[src/rtl/wav_dfi_upd_lp_arbiter_if.sv]
// Sideband handshake bundle between the MC-side DFI arbiter, the command scheduler and the DFI agent.
// master = arbiter view, slave = scheduler/PHY view.
interface wav_dfi_upd_lp_arbiter_if;
   logic       init_start;
   logic       traffic_idle;
   logic       cmd_stall;
   logic       mc_ctrlupd_req;
   logic       mc_lp_req;
   logic [5:0] mc_lp_wakeup;
   logic       ctrlupd_req;
   logic       ctrlupd_ack;
   logic       phyupd_req;
   logic [1:0] phyupd_type;
   logic       phyupd_ack;
   logic       phymstr_req;
   logic       phymstr_ack;
   logic       lp_ctrl_req;
   logic       lp_data_req;
   logic [5:0] lp_ctrl_wakeup;
   logic [5:0] lp_data_wakeup;
   logic       lp_ctrl_ack;
   logic       lp_data_ack;
   logic [1:0] upd_type;
   logic       err_phyupd_to;
   logic       err_lp_to;

   modport master (
      input  init_start, traffic_idle, mc_ctrlupd_req, mc_lp_req, mc_lp_wakeup,
             ctrlupd_ack, phyupd_req, phyupd_type, phymstr_req, lp_ctrl_ack, lp_data_ack,
      output cmd_stall, ctrlupd_req, phyupd_ack, phymstr_ack, lp_ctrl_req, lp_data_req,
             lp_ctrl_wakeup, lp_data_wakeup, upd_type, err_phyupd_to, err_lp_to
   );

   modport slave (
      output init_start, traffic_idle, mc_ctrlupd_req, mc_lp_req, mc_lp_wakeup,
             ctrlupd_ack, phyupd_req, phyupd_type, phymstr_req, lp_ctrl_ack, lp_data_ack,
      input  cmd_stall, ctrlupd_req, phyupd_ack, phymstr_ack, lp_ctrl_req, lp_data_req,
             lp_ctrl_wakeup, lp_data_wakeup, upd_type, err_phyupd_to, err_lp_to
   );
endinterface

[src/rtl/wav_dfi_upd_lp_arbiter.sv]
// MC-side DFI sideband sequencer: one update / PHY-master / low-power handshake at a time.
// Define WAV_DFI_ARB_PHYMSTR_EN to include the PHY-master handshake.
//
// state   | meaning
// IDLE    | no handshake, cmd_stall low, waiting for a request
// DRAIN   | cmd_stall high, waiting for traffic_idle before granting
// CTRLUPD | ctrlupd_req driven; once dropped, waits for ctrlupd_ack low
// PHYUPD  | phyupd_ack driven until phyupd_req falls
// PHYMSTR | phymstr_ack driven until phymstr_req falls (optional)
// LP_REQ  | lp_*_req driven, waiting for both acks or timeout
// LP_ACT  | low power entered, holding reqs until mc_lp_req falls
// LP_EXIT | reqs dropped, waiting for both acks low
module wav_dfi_upd_lp_arbiter #(
   parameter int TLP_RESP     = 8,
   parameter int TPHYUPD_RESP = 16,
   parameter int TCTRLUPD_MIN = 4,
   parameter int TCTRLUPD_MAX = 32,
   parameter int CNT_W        = 8
) (
   input logic                      clock,
   input logic                      reset,
   wav_dfi_upd_lp_arbiter_if.master bus
);

   typedef enum logic [2:0] {
      IDLE,
      DRAIN,
      CTRLUPD,
      PHYUPD,
`ifdef WAV_DFI_ARB_PHYMSTR_EN
      PHYMSTR,
`endif
      LP_REQ,
      LP_ACT,
      LP_EXIT
   } state_t;

   state_t             state;
   state_t             next_grant;
   logic [CNT_W-1:0]   timer;
   logic [CNT_W-1:0]   phy_timer;
   logic               cmd_stall_q;
   logic               ctrlupd_req_q;
   logic               phyupd_ack_q;
   logic               lp_req_q;
   logic [5:0]         wakeup_q;
   logic [1:0]         upd_type_q;
   logic               err_phyupd_q;
   logic               err_lp_q;
   logic               ctrl_pend;
   logic               ack_seen;
   logic               lp_done;
   logic               ctrl_ack_any;

`ifdef WAV_DFI_ARB_PHYMSTR_EN
   logic               phymstr_ack_q;
   assign bus.phymstr_ack = phymstr_ack_q;
`else
   assign bus.phymstr_ack = 1'b0;
`endif

   assign bus.cmd_stall      = cmd_stall_q;
   assign bus.ctrlupd_req    = ctrlupd_req_q;
   assign bus.phyupd_ack     = phyupd_ack_q;
   assign bus.lp_ctrl_req    = lp_req_q;
   assign bus.lp_data_req    = lp_req_q;
   assign bus.lp_ctrl_wakeup = wakeup_q;
   assign bus.lp_data_wakeup = wakeup_q;
   assign bus.upd_type       = upd_type_q;
   assign bus.err_phyupd_to  = err_phyupd_q;
   assign bus.err_lp_to      = err_lp_q;

   assign ctrl_ack_any = ack_seen || bus.ctrlupd_ack;

   // Controller updates are captured in ctrl_pend so a single-cycle pulse is still served.
   always_comb begin
      next_grant = IDLE;
      if (bus.phyupd_req)
         next_grant = PHYUPD;
      else if (ctrl_pend || bus.mc_ctrlupd_req)
         next_grant = CTRLUPD;
      else if (bus.mc_lp_req && !lp_done)
         next_grant = LP_REQ;
`ifdef WAV_DFI_ARB_PHYMSTR_EN
      if (bus.phymstr_req)
         next_grant = PHYMSTR;
`endif
   end

   always_ff @(posedge clock or posedge reset) begin
      if (reset) begin
         state         <= IDLE;
         timer         <= '0;
         phy_timer     <= '0;
         cmd_stall_q   <= 1'b0;
         ctrlupd_req_q <= 1'b0;
         phyupd_ack_q  <= 1'b0;
         lp_req_q      <= 1'b0;
         wakeup_q      <= '0;
         upd_type_q    <= '0;
         err_phyupd_q  <= 1'b0;
         err_lp_q      <= 1'b0;
         ctrl_pend     <= 1'b0;
         ack_seen      <= 1'b0;
         lp_done       <= 1'b0;
`ifdef WAV_DFI_ARB_PHYMSTR_EN
         phymstr_ack_q <= 1'b0;
`endif
      end else begin
         err_lp_q <= 1'b0;
         if (timer != '1)
            timer <= timer + 1'b1;
         if (bus.mc_ctrlupd_req && state != CTRLUPD)
            ctrl_pend <= 1'b1;
         if (!bus.mc_lp_req)
            lp_done <= 1'b0;

         // Response timer runs from phyupd_req rise until our ack
         if (!bus.phyupd_req || phyupd_ack_q)
            phy_timer <= '0;
         else if (phy_timer != '1)
            phy_timer <= phy_timer + 1'b1;
         if (bus.phyupd_req && !phyupd_ack_q && phy_timer == CNT_W'(TPHYUPD_RESP))
            err_phyupd_q <= 1'b1;

         case (state)
            IDLE: begin
               if (!bus.init_start && next_grant != IDLE) begin
                  state       <= DRAIN;
                  timer       <= '0;
                  cmd_stall_q <= 1'b1;
               end
            end
            DRAIN: begin
               if (bus.init_start || next_grant == IDLE) begin
                  state       <= IDLE;
                  timer       <= '0;
                  cmd_stall_q <= 1'b0;
               end else if (bus.traffic_idle) begin
                  state <= next_grant;
                  timer <= '0;
                  case (next_grant)
                     PHYUPD: begin
                        phyupd_ack_q <= 1'b1;
                        upd_type_q   <= bus.phyupd_type;
                     end
                     CTRLUPD: begin
                        ctrlupd_req_q <= 1'b1;
                        ctrl_pend     <= 1'b0;
                        ack_seen      <= 1'b0;
                     end
                     LP_REQ: begin
                        lp_req_q <= 1'b1;
                        wakeup_q <= bus.mc_lp_wakeup;
                     end
`ifdef WAV_DFI_ARB_PHYMSTR_EN
                     PHYMSTR: phymstr_ack_q <= 1'b1;
`endif
                     default: ;
                  endcase
               end
            end
            CTRLUPD: begin
               if (ctrlupd_req_q) begin
                  if (bus.ctrlupd_ack)
                     ack_seen <= 1'b1;
                  if (timer == CNT_W'(TCTRLUPD_MAX - 1) ||
                      (ctrl_ack_any && timer >= CNT_W'(TCTRLUPD_MIN - 1) && !bus.mc_ctrlupd_req))
                     ctrlupd_req_q <= 1'b0;
               end else if (!bus.ctrlupd_ack) begin
                  state       <= IDLE;
                  timer       <= '0;
                  cmd_stall_q <= 1'b0;
               end
            end
            PHYUPD: begin
               if (!bus.phyupd_req) begin
                  phyupd_ack_q <= 1'b0;
                  state        <= IDLE;
                  timer        <= '0;
                  cmd_stall_q  <= 1'b0;
               end
            end
`ifdef WAV_DFI_ARB_PHYMSTR_EN
            PHYMSTR: begin
               if (!bus.phymstr_req) begin
                  phymstr_ack_q <= 1'b0;
                  state         <= IDLE;
                  timer         <= '0;
                  cmd_stall_q   <= 1'b0;
               end
            end
`endif
            LP_REQ: begin
               if (bus.lp_ctrl_ack && bus.lp_data_ack) begin
                  state <= LP_ACT;
                  timer <= '0;
               end else if (timer == CNT_W'(TLP_RESP - 1)) begin
                  lp_req_q <= 1'b0;
                  err_lp_q <= 1'b1;
                  lp_done  <= 1'b1;
                  state    <= LP_EXIT;
                  timer    <= '0;
               end
            end
            LP_ACT: begin
               if (!bus.mc_lp_req) begin
                  lp_req_q <= 1'b0;
                  state    <= LP_EXIT;
                  timer    <= '0;
               end
            end
            LP_EXIT: begin
               if (!bus.lp_ctrl_ack && !bus.lp_data_ack) begin
                  state       <= IDLE;
                  timer       <= '0;
                  cmd_stall_q <= 1'b0;
               end
            end
            default: begin
               state <= IDLE;
               timer <= '0;
            end
         endcase
      end
   end

endmodule

[src/flat_wrapper.sv]
// flat-port wrapper written by rule: the top's interface ports become plain ports
module wav_dfi_upd_lp_arbiter_flat 
#(
   parameter int TLP_RESP     = 8,
   parameter int TPHYUPD_RESP = 16,
   parameter int TCTRLUPD_MIN = 4,
   parameter int TCTRLUPD_MAX = 32,
   parameter int CNT_W        = 8
)
  (clock, reset, bus_init_start, bus_traffic_idle, bus_mc_ctrlupd_req, bus_mc_lp_req, bus_mc_lp_wakeup, bus_ctrlupd_ack, bus_phyupd_req, bus_phyupd_type, bus_phymstr_req, bus_lp_ctrl_ack, bus_lp_data_ack, bus_cmd_stall, bus_ctrlupd_req, bus_phyupd_ack, bus_phymstr_ack, bus_lp_ctrl_req, bus_lp_data_req, bus_lp_ctrl_wakeup, bus_lp_data_wakeup, bus_upd_type, bus_err_phyupd_to, bus_err_lp_to);
  wav_dfi_upd_lp_arbiter_if bus_i ();
  input logic clock;
  input logic reset;
  input wire logic [$bits(bus_i.init_start)-1:0] bus_init_start;
  input wire logic [$bits(bus_i.traffic_idle)-1:0] bus_traffic_idle;
  input wire logic [$bits(bus_i.mc_ctrlupd_req)-1:0] bus_mc_ctrlupd_req;
  input wire logic [$bits(bus_i.mc_lp_req)-1:0] bus_mc_lp_req;
  input wire logic [$bits(bus_i.mc_lp_wakeup)-1:0] bus_mc_lp_wakeup;
  input wire logic [$bits(bus_i.ctrlupd_ack)-1:0] bus_ctrlupd_ack;
  input wire logic [$bits(bus_i.phyupd_req)-1:0] bus_phyupd_req;
  input wire logic [$bits(bus_i.phyupd_type)-1:0] bus_phyupd_type;
  input wire logic [$bits(bus_i.phymstr_req)-1:0] bus_phymstr_req;
  input wire logic [$bits(bus_i.lp_ctrl_ack)-1:0] bus_lp_ctrl_ack;
  input wire logic [$bits(bus_i.lp_data_ack)-1:0] bus_lp_data_ack;
  output wire logic [$bits(bus_i.cmd_stall)-1:0] bus_cmd_stall;
  output wire logic [$bits(bus_i.ctrlupd_req)-1:0] bus_ctrlupd_req;
  output wire logic [$bits(bus_i.phyupd_ack)-1:0] bus_phyupd_ack;
  output wire logic [$bits(bus_i.phymstr_ack)-1:0] bus_phymstr_ack;
  output wire logic [$bits(bus_i.lp_ctrl_req)-1:0] bus_lp_ctrl_req;
  output wire logic [$bits(bus_i.lp_data_req)-1:0] bus_lp_data_req;
  output wire logic [$bits(bus_i.lp_ctrl_wakeup)-1:0] bus_lp_ctrl_wakeup;
  output wire logic [$bits(bus_i.lp_data_wakeup)-1:0] bus_lp_data_wakeup;
  output wire logic [$bits(bus_i.upd_type)-1:0] bus_upd_type;
  output wire logic [$bits(bus_i.err_phyupd_to)-1:0] bus_err_phyupd_to;
  output wire logic [$bits(bus_i.err_lp_to)-1:0] bus_err_lp_to;
  assign bus_i.init_start = bus_init_start;
  assign bus_i.traffic_idle = bus_traffic_idle;
  assign bus_i.mc_ctrlupd_req = bus_mc_ctrlupd_req;
  assign bus_i.mc_lp_req = bus_mc_lp_req;
  assign bus_i.mc_lp_wakeup = bus_mc_lp_wakeup;
  assign bus_i.ctrlupd_ack = bus_ctrlupd_ack;
  assign bus_i.phyupd_req = bus_phyupd_req;
  assign bus_i.phyupd_type = bus_phyupd_type;
  assign bus_i.phymstr_req = bus_phymstr_req;
  assign bus_i.lp_ctrl_ack = bus_lp_ctrl_ack;
  assign bus_i.lp_data_ack = bus_lp_data_ack;
  assign bus_cmd_stall = bus_i.cmd_stall;
  assign bus_ctrlupd_req = bus_i.ctrlupd_req;
  assign bus_phyupd_ack = bus_i.phyupd_ack;
  assign bus_phymstr_ack = bus_i.phymstr_ack;
  assign bus_lp_ctrl_req = bus_i.lp_ctrl_req;
  assign bus_lp_data_req = bus_i.lp_data_req;
  assign bus_lp_ctrl_wakeup = bus_i.lp_ctrl_wakeup;
  assign bus_lp_data_wakeup = bus_i.lp_data_wakeup;
  assign bus_upd_type = bus_i.upd_type;
  assign bus_err_phyupd_to = bus_i.err_phyupd_to;
  assign bus_err_lp_to = bus_i.err_lp_to;
  wav_dfi_upd_lp_arbiter #(.TLP_RESP(TLP_RESP), .TPHYUPD_RESP(TPHYUPD_RESP), .TCTRLUPD_MIN(TCTRLUPD_MIN), .TCTRLUPD_MAX(TCTRLUPD_MAX), .CNT_W(CNT_W)) u_core (.clock(clock), .reset(reset), .bus(bus_i));
endmodule
[config.mk]
export PLATFORM = sky130hd
export DESIGN_NAME = wav_dfi_upd_lp_arbiter_flat
export DESIGN_NICKNAME = d
export VERILOG_FILES = /design/src/rtl/wav_dfi_upd_lp_arbiter_if.sv /design/src/rtl/wav_dfi_upd_lp_arbiter.sv /design/src/flat_wrapper.sv
export SDC_FILE = /design/constraint.sdc
export NUM_CORES = 1
export LEC_CHECK = 0
export ABC_AREA = 1
export CAP_MARGIN = 20
export CORE_UTILIZATION = 38
export CTS_CLUSTER_SIZE = 16
export DETAILED_ROUTE_END_ITERATION = 16
export GPL_ROUTABILITY_DRIVEN = 0
export GPL_TIMING_DRIVEN = 0
export PLACE_DENSITY = 0.67
export SYNTH_ARGS = -nofsm -noshare
export SYNTH_HDL_FRONTEND = slang
export SYNTH_SLANG_ARGS = --single-unit
[constraint.sdc]
create_clock -name clock -period 4 [get_ports clock]
set_clock_uncertainty 0.1 [all_clocks]
set_input_delay 0.8 -clock clock [delete_from_list [all_inputs] [get_ports clock]]
set_output_delay 0.8 -clock clock [all_outputs]
set_load 0.005 [all_outputs]
==> summary.md <==
| Metric | Value |
|---|---|
| Run status | complete, no violations |
| Wire length per cell | 10.7 um |
| CP max stage cell | clkdlybuf4s50_1 |
| Source of the worst hold timing path | u_core.bus.err_phyupd_to |
| Initial standard-cell utilization of the core | 39.9% |
| Post-layout instance area | 2620 sq um |
| Largest cells by area after synthesis | dfrtp_1 (44%), nand2_1 (9.3%), inv_1 (6.9%) |
| Share of the synthesized area in the top cell type | 43.6% |
| Portion of the post-synthesis area used by sequential elements | 43.6% |
| Launching element type of the critical path | input pin |
| Worst setup slack after layout | 1.73 ns |
| Total stage count of the critical path | 6 |
| Die width | 75.7 um |
| Setup repair after global routing missed its margin | no |
| Timing endpoint of the critical path | u_core.phy_timer[1] |
| Largest net degree at the start of global routing | 37 |
| DRC violation count after routing | 0 |
| Post-route non-filler standard cell count | 390 |
| Cell count of the worst reg-to-reg path | 7 |
| Quantity of I/O buffers inserted on ports | 38 |
| Internal power contribution | 0.824 mW |
| Largest area contributor in the netlist | dfrtp_1 |
| Terminus of the critical flop-to-flop path | u_core.timer[0] |
| Max FO, Critical Path | 7 |
| Peak VDD IR | 0.229 mV |
| Routed via count divided by cell count | 4.75 |
| Total Nets Final | 341 |
| Core Region | 5170 sq um |
| Via count of the first global-routing pass | 1666 |
| Worst Max-Slew Pin Slew | 0.742 ns |
| Number of core rows | 26 |
| Instance count of the mapped netlist | 274 |
| Setup Crit Path Kind | in2reg |
| Syn nets | 296 |
| Count of distinct cell types in the synthesized netlist | 27 |
| Layout Area Growth over Synthesis | 26.9% |
| Clock transition at the registers of the reported paths | 0.08 ns |
| Global-route usage over all layers | 16.1% |
| Die ar. | 5740 sq um |
| CTS hold repair buffers | 0 |
| Fin crit share | 56.9% |
| CP Cell Sequence | clkdlybuf4s50_1, inv_2, nor2_1, inv_2, or2_1, o21ai_1 |
| Cell family with most CP delay | buffers and inverters |
| Hold crit path type | reg2reg |
| Cell total after placement | 382 |
| Number of buffers added for setup after CTS | 0 |
| Number of CTS-inserted buffers | 5 |
| Clock insertion delay at the later pin of the skew report | 0.29 ns |
| Detailed-routed wire length on met2 | 2.03 mm |
| Post-Synthesis Cell Area | 2070 sq um |
| Uppermost signal routing layer after detailed routing | met4 |
| Number of buffers on the longest clock path | 2 |
| Leak pwr | 1.23 nW |
| Share of power burned in registers | 38.1% |
| Number of antenna violations at the first check in global routing | 0 |
| Slew headroom | 50.4% |
| Number of iterations in the first detailed-routing pass | 4 |
| Final setup vio count | 0 |
| Net switching power figure | 0.497 mW |
| CTS Root Buffer Type | clkbuf_8 |
| Cell with the most instances on the worst path | inv_2 |
| # IOs | 41 |
| Synthesis-stage register bit count | 36 |
| Data arrival time at the worst-slack endpoint | 2.39 ns |
| Type of destination of the critical path | flop |
| Highest attainable clock frequency | 440 MHz |
| Antenna Violating Nets Remaining | 0 |
| First-iteration detailed-routing DRC count | 96 |
| Reg2reg setup slack | 2.13 ns |
| Detailed Route WL | 4.19 mm |
| Total of max-cap violations | 0 |
| Detailed Place HPWL | 3.21 mm |
| Wire length of the first global-routing pass | 6.92 mm |
| Total routed wire length on the met1 layer | 1.87 mm |
| Switching part of the total power | 37.6% |
| Count of filler cells inserted in the layout | 496 |
| Final slew viol count | 0 |
| Post-placement worst setup slack | 1.39 ns |
| Data required time at the worst endpoint | 4.12 ns |
| H-Tree Depth | 2 |
| Worst reg2reg path startpoint | u_core.timer[0] |
| Post-placement cell area | 2530 sq um |
| Overall via count from detail_route | 1854 |
| Total number of yosys warnings | 0 |
| Clock tree from TritonCTS | yes |
| Power density of the placed cells | 504 nW/um^2 |
| Stage delay of the slowest cell on the critical path | 0.62 ns |
| Power after layout | 1.32 mW |
| Congestion Overflow GR | 0 |
| Final Hold Violating Endpoints | 0 |
| Startpoint of the most critical setup path | bus_phyupd_req |
| Met3 wire length | 236 um |
| Sum Neg Setup Slack | 0 ns |
| Clock share of power | 19.2% |
| Logic gate share of total power | 42.7% |
| Final critical-path required period | 2.27 ns |
| Worst Path Buf+Inv | 3 |
| Share of final-layout standard cells stronger than drive strength 1 | 13.1% |
| Number of cells upsized or downsized after cts | 0 |
| Diode count | 0 |
| Total clock sinks | 36 |
| Die Span Y | 75.7 um |
| Mean post-synth cell area | 7.54 sq um |
## cell usage after synthesis (all sizes together)
cell and count:
a211oi 1, a21oi 14, a31oi 2, buf 10, conb 1, dfrtp 36
ha 3, inv 46, nand2 51, nand3 27, nand3b 3, nand4 8
nor2 39, nor3 2, nor4 2, o211ai 1, o21ai 21, o21bai 4
or2 1, xor2 2
## per-stage QoR
| stage | hold WS [ns] | util (%) |
|---|---|---|
| final | 0.378 | 50.7 |
| after global placement | 0.361 | 49.0 |
| after CTS | 0.385 | 50.7 |
| after detailed placement | 0.364 | 49.0 |
| after floorplan | 0.352 | - |
| after global routing | 0.399 | 50.7 |
## layout by cell type (no fill, tap or decap)
cell type	Yosys	final
a211oi_1	1	1
a21oi_1	14	14
a31oi_1	2	2
buf_4	10	10
clkbuf_8	0	5
clkdlybuf4s50_1	0	38
clkinv_2	0	2
clkinv_4	0	1
conb_1	1	1
dfrtp_1	36	36
ha_1	3	3
inv_1	38	37
inv_2	7	8
inv_4	1	1
nand2_1	51	51
nand3_1	25	25
nand3_2	2	2
nand3b_1	3	3
nand4_1	7	7
nand4_2	1	1
nor2_1	28	28
nor2_2	11	11
nor3_1	1	1
nor3_2	1	1
nor4_1	2	2
o211ai_1	1	1
o21ai_0	11	11
o21ai_1	10	10
o21bai_1	4	4
or2_1	1	1
xor2_1	2	2
## per-layer routing
metal,up-vias,track usage [%]
met4,0,7.00
met5,-,0
met2,64,28.2
met1,811,18.7
li1,975,-
met3,4,3.70
## cells by family (layout without fill, tap and decap cells)
family / after synthesis / in the layout / share of synthesized area [%]
buf+inv: 56 / 102 / 12.1
other cells: 1 / 1 / 0.182
fa+ha+maj: 3 / 3 / 1.82
simple gates: 133 / 133 / 30.2
xor+xnor: 2 / 2 / 0.848
flops: 36 / 36 / 43.6
compound gates: 43 / 43 / 11.3
## cell type report
type                    instances  area (sq um)  area share, %
clock buffers                   5          68.8           2.63
plain buffers                  10          75.1           2.86
flip-flops and latches         36           901           34.4
clock inverters                 3          18.8          0.716
multi-input cells             182           915           34.9
inverters                      46           175           6.68
repair buffers                 38           380           14.5
well taps                      70          87.6           3.34
## registers in the layout, indices dropped and copies added (netlist names)
signal / flops
u_core.bus.lp_ctrl_wakeup: 6
u_core.bus.phyupd_ack: 1
u_core.bus.ctrlupd_req: 1
u_core.bus.upd_type: 2
u_core.bus.cmd_stall: 1
u_core.bus.err_phyupd_to: 1
u_core.state: 3
u_core.ack_seen: 1
u_core.bus.err_lp_to: 1
u_core.lp_done: 1
u_core.ctrl_pend: 1
u_core.phy_timer: 8
u_core.bus.lp_ctrl_req: 1
u_core.timer: 8
## how the worst min path moves through the flow
stage | end | slack [ns] | depth (start not counted)
final | u_core.bus.err_phyupd_to | 0.38 | 1
after global routing | u_core.bus.err_phyupd_to | 0.40 | 1
after CTS | u_core.bus.err_phyupd_to | 0.38 | 1
after detailed placement | u_core.bus.err_phyupd_to | 0.36 | 1
after global placement | u_core.bus.err_phyupd_to | 0.36 | 1
after floorplan | u_core.lp_done | 0.35 | 2
## power by group through the flow
stage | logic (mW) | clock network (mW) | registers [mW]
2_1_floorplan | 0.358 | 0 | 0.506
3_3_place_gp | 0.564 | 0 | 0.509
3_5_place_dp | 0.566 | 0 | 0.510
4_1_cts | 0.569 | 0.266 | 0.503
5_1_grt | 0.642 | 0.283 | 0.515
6_report | 0.564 | 0.254 | 0.503
(Power assumes the default switching activity.)
